===== src/rtl/alu_mult_seq.sv =====
// alu_mult_seq: multi-cycle unsigned WIDTH x WIDTH -> 2*WIDTH shift-add multiplier.
// It reuses the datapath's external ALU as its adder, one add per cycle. Each
// RUN cycle it presents {ProdHi, Mcand-or-0} to the ALU as an ADD, then shifts
// the carry, the sum and the remaining multiplier bits right by one place.
// All outputs come straight from flops. The next-cycle ALU operands are
// therefore computed from the next-state values of the product registers.
module alu_mult_seq #(
    parameter int WIDTH = 8
) (
    input  logic                 CLK,
    input  logic                 Reset,
    input  logic                 Start,
    input  logic [WIDTH-1:0]     MultA,
    input  logic [WIDTH-1:0]     MultB,
    output logic                 Busy,
    output logic                 Done,
    output logic [2*WIDTH-1:0]   Product,
    output logic [1:0]           ALUOp,
    output logic [WIDTH-1:0]     ALUSrcA,
    output logic [WIDTH-1:0]     ALUSrcB,
    input  logic [WIDTH-1:0]     ALUResult
);

    localparam int CNT_W = (WIDTH > 1) ? $clog2(WIDTH) : 1;
    localparam logic [CNT_W-1:0] LAST_CNT = CNT_W'(WIDTH - 1);

    localparam logic [1:0] ST_IDLE = 2'b00;
    localparam logic [1:0] ST_RUN  = 2'b01;
    localparam logic [1:0] ST_DONE = 2'b10;

    localparam logic [1:0] OP_AND = 2'b00;
    localparam logic [1:0] OP_ADD = 2'b01;

    // Carry out of an unsigned add, recovered from the wrapped sum alone.
    // When the addend is zero the sum equals the augend, so no carry is seen.
    function automatic logic add_carry(input logic [WIDTH-1:0] sum,
                                       input logic [WIDTH-1:0] augend);
        add_carry = (sum < augend);
    endfunction

    // Architectural state
    logic [1:0]        state_r;
    logic [WIDTH-1:0]  mcand_r;
    logic [WIDTH-1:0]  prod_hi_r;
    logic [WIDTH-1:0]  prod_lo_r;
    logic [CNT_W-1:0]  count_r;

    // Registered outputs
    logic              busy_r;
    logic              done_r;
    logic [1:0]        alu_op_r;
    logic [WIDTH-1:0]  alu_src_a_r;
    logic [WIDTH-1:0]  alu_src_b_r;

    // Next-state values
    logic [1:0]        state_nxt_s;
    logic [WIDTH-1:0]  mcand_nxt_s;
    logic [WIDTH-1:0]  prod_hi_nxt_s;
    logic [WIDTH-1:0]  prod_lo_nxt_s;
    logic [CNT_W-1:0]  count_nxt_s;
    logic              carry_s;

    // Next-output values
    logic              busy_nxt_s;
    logic              done_nxt_s;
    logic [1:0]        alu_op_nxt_s;
    logic [WIDTH-1:0]  alu_src_a_nxt_s;
    logic [WIDTH-1:0]  alu_src_b_nxt_s;

    // Sequencing and datapath next state: load on Start, one shift-add per RUN cycle
    always_comb begin
        state_nxt_s   = state_r;
        mcand_nxt_s   = mcand_r;
        prod_hi_nxt_s = prod_hi_r;
        prod_lo_nxt_s = prod_lo_r;
        count_nxt_s   = count_r;
        carry_s       = add_carry(ALUResult, prod_hi_r);
        case (state_r)
            ST_IDLE, ST_DONE: begin
                if (Start) begin
                    state_nxt_s   = ST_RUN;
                    mcand_nxt_s   = MultA;
                    prod_hi_nxt_s = {WIDTH{1'b0}};
                    prod_lo_nxt_s = MultB;
                    count_nxt_s   = {CNT_W{1'b0}};
                end else begin
                    state_nxt_s   = ST_IDLE;
                end
            end
            ST_RUN: begin
                // {hi, lo} <= {carry, sum, lo >> 1}
                prod_hi_nxt_s = {carry_s, ALUResult[WIDTH-1:1]};
                prod_lo_nxt_s = {ALUResult[0], prod_lo_r[WIDTH-1:1]};
                count_nxt_s   = count_r + {{(CNT_W-1){1'b0}}, 1'b1};
                if (count_r == LAST_CNT) begin
                    state_nxt_s = ST_DONE;
                end else begin
                    state_nxt_s = ST_RUN;
                end
            end
            default: begin
                state_nxt_s = ST_IDLE;
            end
        endcase
    end

    // Output values for the coming cycle, derived from the next state so the outputs can be flopped
    always_comb begin
        busy_nxt_s      = 1'b0;
        done_nxt_s      = 1'b0;
        alu_op_nxt_s    = OP_AND;
        alu_src_a_nxt_s = {WIDTH{1'b0}};
        alu_src_b_nxt_s = {WIDTH{1'b0}};
        case (state_nxt_s)
            ST_RUN: begin
                busy_nxt_s      = 1'b1;
                alu_op_nxt_s    = OP_ADD;
                alu_src_a_nxt_s = prod_hi_nxt_s;
                if (prod_lo_nxt_s[0]) begin
                    alu_src_b_nxt_s = mcand_nxt_s;
                end else begin
                    alu_src_b_nxt_s = {WIDTH{1'b0}};
                end
            end
            ST_DONE: begin
                done_nxt_s = 1'b1;
            end
            ST_IDLE: begin
                busy_nxt_s = 1'b0;
            end
            default: begin
                busy_nxt_s = 1'b0;
            end
        endcase
    end

    // State, datapath and output registers; synchronous reset discards any in-flight multiply
    always_ff @(posedge CLK) begin
        if (Reset) begin
            state_r     <= ST_IDLE;
            mcand_r     <= {WIDTH{1'b0}};
            prod_hi_r   <= {WIDTH{1'b0}};
            prod_lo_r   <= {WIDTH{1'b0}};
            count_r     <= {CNT_W{1'b0}};
            busy_r      <= 1'b0;
            done_r      <= 1'b0;
            alu_op_r    <= OP_AND;
            alu_src_a_r <= {WIDTH{1'b0}};
            alu_src_b_r <= {WIDTH{1'b0}};
        end else begin
            state_r     <= state_nxt_s;
            mcand_r     <= mcand_nxt_s;
            prod_hi_r   <= prod_hi_nxt_s;
            prod_lo_r   <= prod_lo_nxt_s;
            count_r     <= count_nxt_s;
            busy_r      <= busy_nxt_s;
            done_r      <= done_nxt_s;
            alu_op_r    <= alu_op_nxt_s;
            alu_src_a_r <= alu_src_a_nxt_s;
            alu_src_b_r <= alu_src_b_nxt_s;
        end
    end

    assign Busy    = busy_r;
    assign Done    = done_r;
    assign Product = {prod_hi_r, prod_lo_r};
    assign ALUOp   = alu_op_r;
    assign ALUSrcA = alu_src_a_r;
    assign ALUSrcB = alu_src_b_r;

endmodule


===== config.mk =====
export PLATFORM = sky130hd
export DESIGN_NAME = alu_mult_seq
export DESIGN_NICKNAME = d
export VERILOG_FILES = /design/src/rtl/alu_mult_seq.sv
export SDC_FILE = /design/constraint.sdc
export NUM_CORES = 1
export LEC_CHECK = 0
export ABC_AREA = 1
export BUFFER_PORTS_ARGS = -buffer_cell sky130_fd_sc_hd__buf_4
export CORE_UTILIZATION = 40
export DETAILED_ROUTE_END_ITERATION = 12
export GPL_TIMING_DRIVEN = 0
export PLACE_DENSITY_LB_ADDON = 0.15
export SLEW_MARGIN = 5
export SYNTH_ARGS = -nofsm -noshare
export SYNTH_HDL_FRONTEND = slang
export SYNTH_SLANG_ARGS = --single-unit

===== constraint.sdc =====
create_clock -name CLK -period 2.3 [get_ports CLK]
set_clock_uncertainty 0.2 [all_clocks]
set_input_delay 0.23 -clock CLK [delete_from_list [all_inputs] [get_ports CLK]]
set_output_delay 0.23 -clock CLK [all_outputs]
set_load 0.05 [all_outputs]

==> flow_summary.toml <==
[timing]
rsz0062_at_grt = "no"
setup_tns_ps = 0
period_share_pct = 83.1
max-slew-margin-rel_pct = 65.1
whs_ps = 4.40
fmaxAchievable_mhz = 523
tightest_slew_ps = 523
fin_crit_ps = 1910
drv_slew = 0
hold_violations = 0
finalSetupViolCount = 0

[run]
max-cap-violations = 0

[layout]
layout_common_cells = "buf_4, nand2_1, dfxtp_1"
fin_nets = 325
layout_commonest_cell = "buf_4"
drive_gt1_share_pct = 31.7
area_growth_pct = 38.5
n_antenna_cell = 0

[critical_path]
end_kind = "flip-flop"
crit_chain = "ha_1, ha_1, inv_1, o21ai_2, nor2_4, inv_2, or2_1, buf_6, nor2_2"
cp_max_fo = 8
arrival_ps = 1910
required_ps = 2300
path_buf_inv = 3
cp_top_family = "compound AO/OA/AOI/OAI gates"
crit_path_top_delay_cell = "o21ai_2"
crit_top_cell = "ha_1"
critical_path.max_stage_delay_ps = 440
worst-setup-path-type = "flip-flop to flip-flop"
cp-start-kind = "flip-flop"

[synthesis]
synthArstFlopShare_pct = 0
synth_edf_count = 0
syn_inst = 212
synth-seq-area-share_pct = 50.9
yosysTopAreaCellShare_pct = 50.9
ys_types = 28
yosysTopAreaCell = "dfxtp_1"
ys_ff_latch = 47
synth_area_sq_um = 1850
synth_area_per_cell_sq_um = 8.71
synth_warnings = 0
synthTopCellsByArea = "dfxtp_1, nand2_1, ha_1"
synth-main-ff-cell = "dfxtp_1"
syn_nets = 248

[clock_network]
cts_tree = "yes"
cts_setup_buffers = 0
clock_sinks = 47
cts-buffers-inserted = 5
clockBufferDepth = 2
cts_hold_buffers = 9
root_buffer = "clkbuf_8"
cts_max_level = 2
clkLatencyLatePin_ps = 300
ctsResizeCount = 0
clk_pin_slew_worst_paths_ps = 90

[power]
powerDensity_nw_per_um2 = 699
p_leak_nw = 1.25
vdd_ir_drop_max_mv = 0.339

[global_route]
grt.overflow.total = 0
grt_usage_pct = 16.6
grt_pass1_wl_microns = 6460
grt_pass1_vias = 1474
grt_max_degree = 16
antenna_found_initial = 0

[die]
die_area_sq_um = 4890
initial_utilization_pct = 42.1
dieWidth_microns = 69.9
core_sq_um = 4380
num_rows = 24
die_h_microns = 69.9
boundaryPins = 63

[route]
finalWirelength_microns = 3740
drtIter0Drc = 65
num_vias = 1542
ant_nets = 0
detail_route.vias_per_cell = 4.51
detail_route.first_pass.iterations = 4
drc = 0
wl_per_cell_microns = 10.9

[placed_design]
dp_hpwl_microns = 2630
port_buffers = 61
place.gp.congestion = 0.766

[outcome]
status = "finished clean"

[worst_hold_path]
hp-class = "input port to flip-flop"
[per-layer routing]
layer  track usage [%]  share of wire (%)  up-vias
met2              26.6                 46       43
met1              21.3                 47      677
met5                 0                  0        -
li1                  -                  -      815
met3              3.46                5.1        7
met4              8.00                2.0        0
[worst min-delay path, cell delays in order]
cell and delay (ps):
buf_4 80, mux2i_1 80, nor2_1 90
[cells in the mapped netlist (2+ instances only)]
master / instances
dfxtp_1: 47
nor2_1: 18
clkbuf_1: 3
inv_2: 4
ha_1: 9
o22ai_1: 3
nor2_2: 7
nand2_1: 52
inv_1: 22
buf_6: 2
a21oi_1: 5
buf_4: 2
mux2i_1: 8
a31oi_1: 7
nor3_1: 4
o21ai_0: 6
nor2_4: 2
[sequential cells by signal, indices dropped and copies added, names as in the netlist]
signal,count
Done,1
ALUSrcA,8
ALUOp,1
prod_lo_r,8
count_r,3
ALUSrcB,8
mcand_r,8
prod_hi_r,8
state_r,2
[power by group]
| part | switching (mW) | leakage (nW) | internal, mW |
|---|---|---|---|
| clock | 0.279 | 0.0474 | 0.245 |
| sequential | 0.0194 | 0.384 | 0.856 |
| combinational | 0.248 | 0.816 | 0.141 |
| total | 0.546 | 1.25 | 1.24 |
[final timing paths]
kind / from / end / slack, ps / depth (start not counted)
max: count_r[0] / ALUSrcB[4] / 390 / 9
min: MultA[1] / mcand_r[1] / 4 / 3
max reg2reg: count_r[0] / ALUSrcB[4] / 390 / 9
min reg2reg: count_r[1] / count_r[1] / 270 / 2
[stage by stage]
step	area, sq um	power (mW)	setup slack, ps	instances	utilization (%)
after CTS	2560	1.81	385	342	58.4
after floorplan	1850	1.15	506	212	-
after global routing	2560	1.87	241	342	58.4
after global placement	2370	1.27	429	325	54.1
final	2560	1.79	389	342	58.4
after detailed placement	2370	1.27	402	325	54.1
[final cells by class]
type | instances | area [sq um]
Clock buffer | 6 | 82.6
Inverter | 28 | 110
Sequential cell | 47 | 941
Clock inverter | 2 | 16.3
Tap cell | 52 | 65.1
Buffer | 8 | 53.8
Timing Repair Buffer | 70 | 548
Multi-Input combinational cell | 129 | 742
Fill cell | 415 | 1830
[kinds of logic (layout without fill, tap and decap cells)]
family,Yosys count,count (layout),share of synthesized area [%]
compound gates,22,22,6.84
fa+ha+maj,9,9,6.10
buf+inv,36,114,8.87
flops,47,47,50.9
mux,8,8,4.34
other cells,1,1,0.203
simple gates,89,89,22.7
(Power assumes the default switching activity.)
